## config.mk

```make
export PLATFORM = sky130hd
export DESIGN_NAME = program_loader
export DESIGN_NICKNAME = d
export VERILOG_FILES = /design/src/rtl/program_loader.sv
export SDC_FILE = /design/constraint.sdc
export NUM_CORES = 1
export LEC_CHECK = 0
export CORE_MARGIN = 10
export CORE_UTILIZATION = 54
export DETAILED_ROUTE_END_ITERATION = 10
export PLACE_DENSITY = 0.88
export SYNTH_ARGS = -nofsm -noshare
export SYNTH_HDL_FRONTEND = slang
export SYNTH_SLANG_ARGS = --single-unit
```

## constraint.sdc

```tcl
create_clock -name clk -period 3.1 [get_ports clk]
set_clock_uncertainty 0.1 [all_clocks]
set_input_delay 0.775 -clock clk [delete_from_list [all_inputs] [get_ports clk]]
set_output_delay 0.775 -clock clk [all_outputs]
set_load 0.03 [all_outputs]
```

## src/rtl/program_loader.sv

```systemverilog
// Loads a byte-stream program into instruction memory, holds the core in reset
// during the load, then runs it and counts cycles until the core signals done.
module program_loader #(
  parameter int INSTR_W = 9,
  parameter int CYC_W   = 16,
  parameter int RST_CYC = 2
) (
  input  logic               clk,
  input  logic               reset,
  input  logic               start,
  input  logic               in_valid,
  input  logic [7:0]         in_data,
  output logic               in_ready,
  output logic               im_we,
  output logic [7:0]         im_addr,
  output logic [INSTR_W-1:0] im_wdata,
  output logic               cpu_reset,
  input  logic               cpu_done,
  output logic               busy,
  output logic               finished,
  output logic [CYC_W-1:0]   cycles,
  output logic               err
);

  localparam int RCW = (RST_CYC > 1) ? $clog2(RST_CYC) : 1;
  localparam logic [RCW-1:0]   RCNT_LAST = RCW'(RST_CYC - 1);
  localparam logic [CYC_W-1:0] CYC_MAX   = '1;

  typedef enum logic [2:0] {
    S_IDLE, S_LEN, S_LO, S_HI, S_RST, S_RUN, S_DONE
  } state_t;

  state_t             state_q, state_d;
  logic [7:0]         n_q, n_d;
  logic [7:0]         idx_q, idx_d;
  logic [7:0]         lo_q, lo_d;
  logic [RCW-1:0]     rcnt_q, rcnt_d;
  logic               we_q, we_d;
  logic [7:0]         addr_q, addr_d;
  logic [INSTR_W-1:0] wdata_q, wdata_d;
  logic [CYC_W-1:0]   cyc_q, cyc_d;
  logic               err_q, err_d;
  logic               xfer;

  assign in_ready  = (state_q == S_LEN) || (state_q == S_LO) || (state_q == S_HI);
  assign busy      = (state_q != S_IDLE) && (state_q != S_DONE);
  assign finished  = (state_q == S_DONE);
  // The core stays out of reset in DONE so its state can be inspected.
  assign cpu_reset = (state_q != S_RUN) && (state_q != S_DONE);
  assign xfer      = in_valid && in_ready;

  assign im_we    = we_q;
  assign im_addr  = addr_q;
  assign im_wdata = wdata_q;
  assign cycles   = cyc_q;
  assign err      = err_q;

  always_ff @(posedge clk or posedge reset) begin
    if (reset) begin
      state_q <= S_IDLE;
      n_q     <= '0;
      idx_q   <= '0;
      lo_q    <= '0;
      rcnt_q  <= '0;
      we_q    <= 1'b0;
      addr_q  <= '0;
      wdata_q <= '0;
      cyc_q   <= '0;
      err_q   <= 1'b0;
    end else begin
      state_q <= state_d;
      n_q     <= n_d;
      idx_q   <= idx_d;
      lo_q    <= lo_d;
      rcnt_q  <= rcnt_d;
      we_q    <= we_d;
      addr_q  <= addr_d;
      wdata_q <= wdata_d;
      cyc_q   <= cyc_d;
      err_q   <= err_d;
    end
  end

  always_comb begin
    state_d = state_q;
    n_d     = n_q;
    idx_d   = idx_q;
    lo_d    = lo_q;
    rcnt_d  = rcnt_q;
    we_d    = 1'b0;
    addr_d  = addr_q;
    wdata_d = wdata_q;
    cyc_d   = cyc_q;
    err_d   = err_q;
    unique case (state_q)
      S_IDLE, S_DONE: begin
        if (start) begin
          state_d = S_LEN;
          cyc_d   = '0;
          err_d   = 1'b0;
        end
      end
      S_LEN: begin
        if (xfer) begin
          n_d   = in_data;
          idx_d = '0;
          if (in_data == 8'd0) begin
            state_d = S_DONE;
            err_d   = 1'b1;
            cyc_d   = '0;
          end else begin
            state_d = S_LO;
          end
        end
      end
      S_LO: begin
        if (xfer) begin
          lo_d    = in_data;
          state_d = S_HI;
        end
      end
      S_HI: begin
        if (xfer) begin
          we_d    = 1'b1;
          addr_d  = idx_q;
          wdata_d = {in_data[INSTR_W-9:0], lo_q};
          if (idx_q == n_q - 8'd1) begin
            state_d = S_RST;
            rcnt_d  = '0;
          end else begin
            idx_d   = idx_q + 8'd1;
            state_d = S_LO;
          end
        end
      end
      S_RST: begin
        if (rcnt_q == RCNT_LAST) begin
          state_d = S_RUN;
          cyc_d   = '0;
        end else begin
          rcnt_d = rcnt_q + RCW'(1);
        end
      end
      S_RUN: begin
        // Saturate rather than wrap; a runaway core ends the session with err.
        if (cpu_done) begin
          state_d = S_DONE;
        end else begin
          cyc_d = cyc_q + CYC_W'(1);
          if (cyc_d == CYC_MAX) begin
            state_d = S_DONE;
            err_d   = 1'b1;
          end
        end
      end
      default: state_d = S_IDLE;
    endcase
  end

endmodule

```

# After elaboration in Yosys (flattened, before gate mapping)

Cells that the tools add are included.

Equality and inequality tests: 21
Add/sub/neg operators: 4
Multiplexer cells: 32
Reduce and logical (&&, ||, !) cells: 21

Operators with widths:

| operator              | number |
|---|---|
| $mux 16               | 5 |
| $pmux 16 s4           | 1 |
| $mux 3                | 9 |
| $mux 8                | 3 |
| $pmux 3 s6            | 1 |
| $reduce_and 6->1      | 3 |
| $add 16x1->16 const B | 1 |
| $eq 16x16->1 const B  | 1 |
| $ne 2x2->1 const B    | 8 |
| $pmux 8 s2            | 1 |
| $mux 1                | 10 |
| $eq 3x3->1 const B    | 3 |
| $ne 3x3->1 const B    | 3 |
| $add 8x1->8 const B   | 1 |
| $eq 8x8->1            | 1 |
| $logic_not 8->1       | 1 |
| $sub 8x1->8 const B   | 1 |
| $eq 3x2->1 const B    | 2 |
| $reduce_and 2->1      | 3 |
| $reduce_bool 3->1     | 2 |
| $ne 2x1->1 const B    | 2 |
| $reduce_and 4->1      | 1 |
| $reduce_bool 2->1     | 2 |
| $reduce_bool 4->1     | 1 |
| 9 further kinds       | 12 |

Logic and storage cells: 88
Register bits: 63

# Depth between registers and ports, before layout

Depth after elaboration: 6
Depth in mapped cells: 9
Gate-level depth less buffers: 8

# Least setup slack after synthesis

Ideal clock, no wire load.

Path type: flip-flop to flip-flop
Start point: register cyc_q[0] (netlist: cycles[0])
End point: register state_q[2]
Required time: 2.874 ns
Period minus slack after synthesis: 2.467 ns
Arrival time: 2.241 ns
Slack: 0.633 ns
Setup time: 0.126 ns
Stages on the path, launching flop included: 8
Path buffers: 0
Cells stage by stage: dfrtp_1 -> ha_1 -> nand3_1 -> nor3_2 -> xnor2_2 -> nor4b_4 -> o21ai_2 -> o32a_1

Longest elaborated chain between the ends: 4

Ends and longest elaborated chain:

| what                       | RTL line | source |
|---|---|---|
| start, declared            | 41       | `logic [CYC_W-1:0] cyc_q, cyc_d;` |
| start signal, assigned     | 79       | `cyc_q <= cyc_d;` |
| $add 16x1->16              | 149      | `cyc_d = cyc_q + CYC_W'(1);` |
| $eq 16x16->1               | 150      | `if (cyc_d == CYC_MAX) begin` |
| $ne 3x3->1 (no line)       | -        |  |
| $reduce_and 6->1 (no line) | -        |  |
| end signal, assigned       | 71       | `state_q <= state_d;` |
| end, declared              | 33       | `state_t state_q, state_d;` |

Every way passes these cells.
A chain may end at the register's enable or synchronous reset.

# Worst setup path after layout

Start point: register state_q[1]
End point: output port in_ready

Longest elaborated chain between the ends: 3
Elaborated cells on any way between the ends: 5
Those cells by class: eq/ne (3); reduce/logical (2)

Ends and longest elaborated chain:

| what                                            | RTL line | source |
|---|---|---|
| $eq 3x1->1 / $eq 3x2->1 (equally long branches) | 45       | `assign in_ready = (state_q == S_LEN) \|\| (state_q == S_LO) \|\| (state_q == S_HI);` |
| $logic_or 1x1->1                                | 45       |  |
| $logic_or 1x1->1 *                              | 45       |  |
| end, declared                                   | 13       | `output logic in_ready,` |

Every way passes the cells marked *; elsewhere a longest branch is shown, timed or not.

==> impl_metrics.tcl <==
set metrics [dict create \
    status "complete, no violations" \
    crit_path_start "state_q[1]" \
    crit_fanout 10 \
    postCtsHoldBufs 0 \
    maxCapViolCount 0 \
    setup_viol 0 \
    antennaDiodeCount 0 \
    num_vias 2878 \
    layout.nets 421 \
    fmax_mhz 353.3 \
    synth_nets 364 \
    die_x_um 100.0 \
    numPortBuffers 51 \
    post_cts_buffers 0 \
    critPathLaunchType "register" \
    cts.htree.levels 3 \
    place.gp.congestion 0.9067 \
    period_share_pct 91.30 \
    worstMarginPinSlew_ns 1.120 \
    yosysTopAreaCell "dfrtp_1" \
    ys.flop_type "dfrtp_1" \
    cp.required_ns 2.22 \
    clock_latency_ns 0.35 \
    ir_worst_vdd_uv 424.1 \
    grtUsageTotal_pct 16.43 \
    drc_errors 0 \
    yosysMostFrequentCell "dfrtp_1" \
    clock_sinks 63 \
    die-area_um2 10010 \
    core_area_um2 6277 \
    fin_util_pct 67.71 \
    rr_worst_depth 7 \
    r2r_slack_ns 0.52 \
    cts_tree "built" \
    num_rows 29 \
    drt_pass1_iterations 4 \
    synthCells 346 \
    start_util_pct 55.11 \
    p_per_area_nw_per_um2 797.3 \
    syn_area_um2 3460 \
    fillers 479 \
    syn_area_per_cell_um2 9.999 \
    timing.rr.end "state_q[2]" \
    drt_wl_total_mm 8.178 \
    critPathSlowestCell "clkdlybuf4s50_1" \
    overflow 0 \
    antenna_found_initial 0 \
    setup_tns_ns 0 \
    detail-route-antenna-nets 0 \
    ys_seq_area_share_pct 45.57 \
    synth_edf_count 0 \
    hold_viol_final 0 \
    drive_gt1_share_pct 15.20 \
    root_buffer "clkbuf_8" \
    grt_max_degree 64 \
    drt_iter0_drc 238 \
    ys_warn_count 0 \
    synthArstFlopShare_pct 100.0 \
    crit_path_end_kind "output port" \
    maxSlewHeadroom_pct 25.35 \
    dpl.hpwl_mm 5.985 \
    grt_pass1_wl_mm 13.56 \
    synth_top_cells_by_area "dfrtp_1 46%, mux2_2 8.1%, nand2_1 5.1%" \
    vias_per_cell 5.934 \
    critPathBufInv 2 \
    clock_path_buffers 2 \
    path_clk_slew_ns 0.06 \
    netlist-cell-type-count 58 \
    fin_crit_ns 2.830 \
    grt_setup_unrepaired "no" \
    holdWs_ns 0.4042 \
    wl_per_cell_um 16.86 \
    synth_top_area_share_pct 45.57 \
    slew_viol_final 0 \
    numCtsBuffers 9 \
    path_cells "inv_1, a21oi_1, clkdlybuf4s50_1" \
    crit_type "register to output port" \
    grt_pass1_vias 2787 \
    r2r-start "cycles[0]" \
    arrival_ns 1.96 \
    hold_class "register to register" \
    p_leak_uw 0.001880 \
    crit_end "in_ready" \
    critPathTopFamily "buffers and inverters" \
    cts_repair_resize_count 0 \
    ys_ff_latch 63 \
    cp.depth 3 \
    ios 52 \
    syn_to_final_growth_pct 22.86 \
    total_power_uw 3389 \
    netlist_top_cells_count "63 x dfrtp_1, 47 x nand2_1, 34 x o21ai_0" \
    cpPeakStageDelay_ns 0.69 \
    die_h_um 100.0 \
]
## per-layer routing
metal  share of wire (%)  global-route usage [%]  vias to the layer above
met5                   0                       0                        -
met4                 1.7                   7.065                        0
met3                 6.3                   5.288                       15
met2                  50                   26.53                       66
met1                  42                   19.70                     1422
li1                    -                       -                     1375
## worst min path at each step
| stage | start | endpoint | depth (start not counted) |
|---|---|---|---|
| after floorplan | lo_q[0] | lo_q[0] | 1 |
| after global placement | lo_q[2] | im_wdata[2] | 1 |
| after detailed placement | im_wdata[8] | im_wdata[8] | 1 |
| after CTS | im_wdata[8] | im_wdata[8] | 1 |
| after global routing | im_addr[6] | im_addr[6] | 1 |
| final | im_wdata[8] | im_wdata[8] | 1 |
## state kept, by name, summed over array words and instances (netlist names)
signal	count
lo_q	8
err	1
idx_q	8
rcnt_q	1
im_wdata	9
cycles	16
n_q	8
im_we	1
state_q	3
im_addr	8
## logic make-up after synthesis
kind of cell               Yosys count  share of synthesized area [%]
muxes                               29                          9.295
and+or+nand+nor                    129                          20.90
AOI/OAI and AO/OA                   81                          14.86
xor gates and xnor gates            14                          3.761
adders and majority gates            5                          1.808
DFF                                 63                          45.57
buffers and inverters               25                          3.797
## where the power goes
group	internal [uW]	switching, uW	total [uW]
logic	630	853	1480
clock network	390	312	702
registers	1020	180	1200
## cell type report
type                    count  area, um^2  area share [%]
inverters                  10       37.54          0.8831
clock inverters             4       45.04           1.060
clock buffers              12       145.1           3.415
repair buffers             61       598.1           14.07
flip-flops and latches     63        1577           37.09
well taps                  77       96.34           2.267
multi-input cells         258        1752           41.21
## cells in the final DEF (no fill, tap or decap), drive strengths merged, types with 2 or more instances in the layout
cell           count
nand2b             3
and3b              2
inv               10
xnor2             12
o21ai             35
a21oi             11
xor2               2
and2               2
clkdlybuf4s50     51
nor2              17
o31ai              9
mux2              25
clkinv             3
mux2i              4
and3               9
nor3               6
nor2b              5
nand3b             2
ha                 5
a21o               2
nor4               4
o41ai              2
buf               10
o32ai              2
dfrtp             63
nand2             48
and4               2
nor4b              2
clkbuf            12
a31oi              8
nand4             10
or4                4
nand3             11
## per-stage QoR
stage               worst slack [ns]  cells  area (um^2)
floorplan                     0.6329    346         3460
global placement             0.06621    469         4060
detailed placement          -0.01933    469         4060
CTS                           0.2649    485         4250
global route                  0.1122    485         4250
finish                        0.2696    485         4250
No activity file was read; power rests on OpenSTA's default activity.
